**config.mk**
```make
export PLATFORM = sky130hd
export DESIGN_NAME = apb_slave_regfile
export DESIGN_NICKNAME = d
export VERILOG_FILES = /design/src/rtl/apb_pkg.sv /design/src/rtl/apb_reg_array.sv /design/src/rtl/apb_slave_regfile.sv
export SDC_FILE = /design/constraint.sdc
export NUM_CORES = 1
export LEC_CHECK = 0
export ABC_CLOCK_PERIOD_IN_PS = 2300
export CORE_MARGIN = 10
export CORE_UTILIZATION = 55
export DETAILED_ROUTE_END_ITERATION = 8
export MAX_ROUTING_LAYER = met4
export PLACE_DENSITY_LB_ADDON = 0.1
export SLEW_MARGIN = 10
export SYNTH_ARGS = -nofsm -noshare
export SYNTH_HDL_FRONTEND = slang
export SYNTH_SLANG_ARGS = --single-unit
```
**constraint.sdc**
```tcl
create_clock -name Hclk -period 2.3 [get_ports Hclk]
set_input_delay 0.46 -clock Hclk [delete_from_list [all_inputs] [get_ports Hclk]]
set_output_delay 0.46 -clock Hclk [all_outputs]
set_load 0.02 [all_outputs]
```
**src/rtl/apb_pkg.sv**
```systemverilog
// Shared types and constants for the APB register-file completer.
package apb_pkg;
  typedef enum logic [1:0] {
    IDLE   = 2'd0,
    SETUP  = 2'd1,
    ACCESS = 2'd2
  } apb_state_e;

  localparam int REG_NUM = 16;
  localparam int IDX_W   = 4;
  localparam logic [IDX_W-1:0] ID_IDX  = 4'd0;
  localparam logic [IDX_W-1:0] CNT_IDX = 4'd15;
endpackage

```
**src/rtl/apb_reg_array.sv**
```systemverilog
// 16-word register storage: constant ID word, 14 R/W words, counter word supplied by the top.
module apb_reg_array
  import apb_pkg::*;
#(
  parameter int                 DATA_W   = 32,
  parameter logic [DATA_W-1:0]  ID_VALUE = 32'hA9B0_0001
) (
  input  logic              clk,
  input  logic              rst,
  input  logic              we,
  input  logic [IDX_W-1:0]  widx,
  input  logic [DATA_W-1:0] wdata,
  input  logic [IDX_W-1:0]  ridx,
  input  logic [DATA_W-1:0] cnt,
  output logic [DATA_W-1:0] rdata
);
  logic [DATA_W-1:0] mem [REG_NUM];

  // Entries 0 and 15 are never written; their reads are served from ID_VALUE and cnt.
  always_ff @(posedge clk) begin
    if (rst) begin
      for (int i = 0; i < REG_NUM; i++) mem[i] <= '0;
    end else if (we && widx != ID_IDX && widx != CNT_IDX) begin
      mem[widx] <= wdata;
    end
  end

  always_comb begin
    rdata = mem[ridx];
    if (ridx == ID_IDX)  rdata = ID_VALUE;
    if (ridx == CNT_IDX) rdata = cnt;
  end
endmodule

```
**src/rtl/apb_slave_regfile.sv**
```systemverilog
// APB completer with programmable wait states over a 16-word register file.
module apb_slave_regfile
  import apb_pkg::*;
#(
  parameter int          SEL_IDX     = 0,
  parameter int          WAIT_CYCLES = 0,
  parameter logic [31:0] ID_VALUE    = 32'hA9B0_0001
) (
  input  logic        Hclk,
  input  logic        Hreset,
  input  logic [2:0]  Pselx,
  input  logic        Penable,
  input  logic        Pwrite,
  input  logic [31:0] Paddr,
  input  logic [31:0] Pwdata,
  output logic [31:0] Prdata,
  output logic        Pready,
  output logic        Pslverr
);
  localparam logic [2:0] WAIT_L = 3'(WAIT_CYCLES);

  apb_state_e        state_q, cur_st, state_nxt;
  logic [2:0]        wcnt_q;
  logic [IDX_W-1:0]  idx_q;
  logic              wr_q;
  logic [31:0]       cnt_q;
  logic [31:0]       rdata;
  logic              sel, ready, wr_err;
  logic              bus_unused;

  assign sel        = Pselx[SEL_IDX];
  assign bus_unused = ^{Pselx, Paddr[31:6], Paddr[1:0]};

  always_ff @(posedge Hclk) begin
    if (Hreset) begin
      state_q <= IDLE;
      wcnt_q  <= '0;
      idx_q   <= '0;
      wr_q    <= 1'b0;
      cnt_q   <= '0;
    end else begin
      state_q <= state_nxt;
      if (cur_st == SETUP) begin
        wcnt_q <= '0;
        idx_q  <= Paddr[5:2];
        wr_q   <= Pwrite;
      end else if (cur_st == ACCESS && wcnt_q != WAIT_L) begin
        wcnt_q <= wcnt_q + 3'd1;
      end
      if (ready) cnt_q <= cnt_q + 32'd1;
    end
  end

  // SETUP is decoded from the live bus so ACCESS coincides with the first Penable cycle.
  always_comb begin
    cur_st = state_q;
    if (state_q == IDLE && sel && !Penable) cur_st = SETUP;
    ready     = (cur_st == ACCESS) && sel && Penable && (wcnt_q == WAIT_L) && !Hreset;
    state_nxt = IDLE;
    case (cur_st)
      SETUP:   state_nxt = ACCESS;
      ACCESS:  state_nxt = (sel && Penable && !ready) ? ACCESS : IDLE;
      default: state_nxt = IDLE;
    endcase
  end

  assign wr_err  = wr_q && (idx_q == ID_IDX || idx_q == CNT_IDX);
  assign Pready  = ready;
  assign Pslverr = ready && wr_err;
  assign Prdata  = (ready && !wr_q) ? rdata : 32'h0;

  apb_reg_array #(
    .DATA_W   (32),
    .ID_VALUE (ID_VALUE)
  ) u_regs (
    .clk   (Hclk),
    .rst   (Hreset),
    .we    (ready && wr_q),
    .widx  (idx_q),
    .wdata (Pwdata),
    .ridx  (idx_q),
    .cnt   (cnt_q),
    .rdata (rdata)
  );
endmodule

```
==> results.py, run 1 <==
metrics = {
    "run_status": {
        "outcome": "finished, violations left",
        "violations": "setup timing",
    },
    "final_layout": {
        "post_route_cells_drive_above_1_share_pct": 36.0,
        "fill_cells": 2823,
        "final_area_mm2": 0.0330,
        "syn_to_final_growth_pct": 31.6,
        "nets": 2097,
        "insertedDiodeCount": 0,
    },
    "global_routing": {
        "grt_max_degree": 70,
        "grt_pass1_vias": 15900,
        "antenna_found_initial": 2,
        "grt_use_total_pct": 27.4,
        "grt.overflow.total": 0,
        "grt_pass1_wl_um": 106000,
    },
    "worst_setup_path": {
        "reg2reg_slack_ns": -0.50,
        "end_kind": "output pin",
        "regToRegEndpoint": "u_regs.mem[8][6]$_SDFFCE_PN0P_",
        "crit_required_ns": 1.84,
        "r2r-start": "wcnt_q[0]$_SDFFE_PP0P_",
        "worstPathArrival_ns": 2.78,
        "worstSetupPathType": "reg2out",
        "path_max_fanout": 8,
        "path_cells": "buf_12 > buf_12 > buf_16 > buf_4 > mux4_2 > mux2_4 > a221o_1 > buf_6",
        "rr_worst_depth": 15,
        "slowest_delay_ns": 0.49,
        "cpMostUsedCell": "buf_12",
        "cp-start-kind": "flip-flop",
        "cpMaxStageDelayCell": "mux4_2",
    },
    "worst_hold_path": {
        "hold-path-cell-count": 2,
        "holdPathEnd": "u_regs.mem[0][21]$_SDFFCE_PN0P_",
        "min_path_type": "in2reg",
        "min_from": "Hreset",
    },
    "power": {
        "p_per_area_mw_per_mm2": 686,
        "ir_worst_vdd_mv": 0.623,
        "fin_total_pwr_mw": 22.7,
        "leakage_nw": 12.1,
    },
    "yosys": {
        "synth-edff-count": 512,
        "yosys_register_bits": 557,
        "seq_area_frac_synth_pct": 64.9,
        "synth_area_mm2": 0.0251,
        "syn_inst": 1655,
        "synth_top_flop_cell": "edfxtp_1",
        "yosysUniqueCellTypes": 47,
        "syn_avg_cell_area_um2": 15.2,
        "yosys_warnings": 0,
        "ys_async_sr_fraction_pct": 0,
    },
    "flow_run": {
        "maxCapViolations": 0,
    },
    "sta": {
        "slew_viol_final": 0,
        "tightest_slew_ns": 1.10,
        "post-route-period-util_pct": 141,
        "setup-tns-final_ns": -334.66,
        "postLayoutSetupSlackWorst_ns": -0.941,
        "max-slew-margin-rel_pct": 26.8,
        "hold_viol": 0,
        "grt_setup_unrepaired": "yes",
        "timing.fmax_ghz": 0.309,
        "finalHoldWorstSlack_ns": 0.297,
        "finalCriticalPeriod_ns": 3.24,
        "skew_ns": 0.0200,
        "finalSetupViolCount": 953,
    },
    "clocking": {
        "htree_levels": 2,
        "cts_tree": "yes",
        "cts_root_buf": "clkbuf_16",
        "clock_path_buffers": 3,
        "clk_pin_slew_worst_paths_ns": 0.06,
        "clkLatencyLatePin_ns": 0.63,
        "cts_hold_buf": 0,
        "clkSinkCount": 557,
        "numCtsBuffers": 58,
    },
    "routing": {
        "drt_drc_violations_left": 0,
        "dr_total_vias": 16500,
        "antenna_left": 0,
        "via_per_inst": 6.18,
        "routed_wl_um": 79100,
        "drt_first_pass_iters": 5,
        "drt-initial-drc-count": 2315,
        "drt-wirelength-per-cell_um": 29.6,
    },
    "floorplanning": {
        "rows": 78,
        "ios": 105,
        "coreArea_mm2": 0.0453,
        "fp.dieH_um": 234,
        "die_area_mm2": 0.0546,
        "start_util_pct": 55.4,
        "die_w_um": 234,
    },
    "place": {
        "postPlaceCellArea_mm2": 0.0285,
        "io_buffer_count": 74,
        "dp_hpwl_um": 45600,
        "gp_congestion": 0.861,
    },
}
flip-flops by register name, indices dropped and copies added (netlist names), named ones only:
signal and cells:
u_regs.mem 512, cnt_q 32, idx_q 4, wcnt_q 3, state_q 1, wr_q 1
critical path: cells and delay by family (launching register included):
kind / cells / cell delay [ns]
multiplexers: 2 / 0.81
buffers and inverters: 5 / 0.64
flip-flops: 1 / 0.38
AO/OA/AOI/OAI: 1 / 0.31
how the worst max path moves through the flow:
stage | start | endpoint | depth (start not counted)
final | flip-flop | Prdata[4] | 8
after global placement | Pselx[0] | Prdata[9] | 9
after detailed placement | Pselx[0] | Prdata[2] | 7
after floorplan | wcnt_q[0]$_SDFFE_PP0P_ | Prdata[13] | 8
after global routing | flip-flop | Prdata[8] | 9
after CTS | flip-flop | Prdata[6] | 9
cell type report:
| cell class | count | area [um^2] | area share, % |
|---|---|---|---|
| Timing Repair Buffer | 389 | 4760 | 14.4 |
| Sequential cell | 557 | 16300 | 49.4 |
| Inverter | 9 | 37.5 | 0.114 |
| Clock inverter | 32 | 240 | 0.728 |
| Multi-Input combinational cell | 1008 | 9350 | 28.3 |
| Tap cell | 600 | 751 | 2.27 |
| Clock buffer | 75 | 1580 | 4.78 |
report_power, final:
group	switching [mW]	internal [mW]	total (mW)
sequential	0.121	11.4	11.5
clock	3.93	5.16	9.09
combinational	1.08	0.974	2.05
cells in the final DEF (no fill, tap or decap), types with 17 or more instances in the layout:
master             n
dfxtp_1           37
buf_4            164
buf_12            63
and2_4            59
o31ai_1           17
clkbuf_16         83
clkinv_1          17
and2_1           395
mux2i_1           38
a21oi_1           21
a221o_1           19
edfxtp_1         512
nor4_1            18
mux4_2           120
conb_1            64
buf_6             77
clkdlybuf4s50_1   39
nand2_1           18
or4_1             17
synth_stat cells (4+ instances only):
master | number | area, um^2
a21oi_1 | 25 | 125
a221o_1 | 19 | 190
a221oi_1 | 8 | 70.1
a22oi_1 | 8 | 60.1
a311oi_1 | 4 | 35.0
a31oi_1 | 4 | 25.0
and2_1 | 454 | 2840
and3_1 | 5 | 31.3
buf_1 | 8 | 30.0
buf_2 | 20 | 100
clkbuf_1 | 113 | 424
dfxtp_1 | 45 | 901
edfxtp_1 | 512 | 15400
inv_1 | 8 | 30.0
mux2_2 | 20 | 225
mux2i_1 | 51 | 510
mux4_2 | 120 | 2700
nand2_1 | 20 | 75.1
nand3_1 | 12 | 60.1
nand4_1 | 13 | 81.3
nand4b_1 | 5 | 43.8
nor2_1 | 30 | 113
nor2b_1 | 5 | 31.3
nor3_1 | 8 | 40.0
nor4_1 | 22 | 138
o21ai_0 | 19 | 95.1
o221ai_1 | 5 | 43.8
o31ai_1 | 19 | 143
or2_2 | 14 | 87.6
or3_1 | 7 | 43.8
or4_1 | 23 | 173
xor2_1 | 4 | 35.0
metrics by stage:
stage / setup WS (ns) / instances / utilization (%)
after floorplan: -0.0373 / 1718 / -
after CTS: -0.983 / 2604 / 69.2
after detailed placement: -1.05 / 2448 / 62.9
after global placement: -0.940 / 2448 / 62.9
after global routing: -1.00 / 2670 / 72.9
final: -0.941 / 2670 / 72.9
metal layers:
metal / GRT usage [%] / vias up / wire length, um
met3: 4.05 / 157 / 7040
met1: 36.0 / 8490 / 30100
li1: - / 6948 / -
met4: 7.44 / 0 / 2400
met5: - / - / 0
met2: 44.2 / 912 / 39500
cell families after synthesis:
group / share of synthesized area, %
fa+ha+maj: 0.150
compound gates: 3.14
other cells: 0.0149
simple gates: 15.5
flops: 64.9
xor+xnor: 0.244
buf+inv: 2.45
mux: 13.7
what timing repair did:
item	4_1_cts	5_1_grt
gates cloned	5	33
setup buffers	47	53
pin swaps	28	43
setup endpoints to repair	41	537
gates resized for setup	309	227
Note: power is estimated with default switching activity, not from simulation.
==> run 2: changes to the inputs <==
Settings changed: CAP_MARGIN from default to 30.
==> results of run 2 <==
No change in the layout: final DEF, timing and power equal those of run 1.
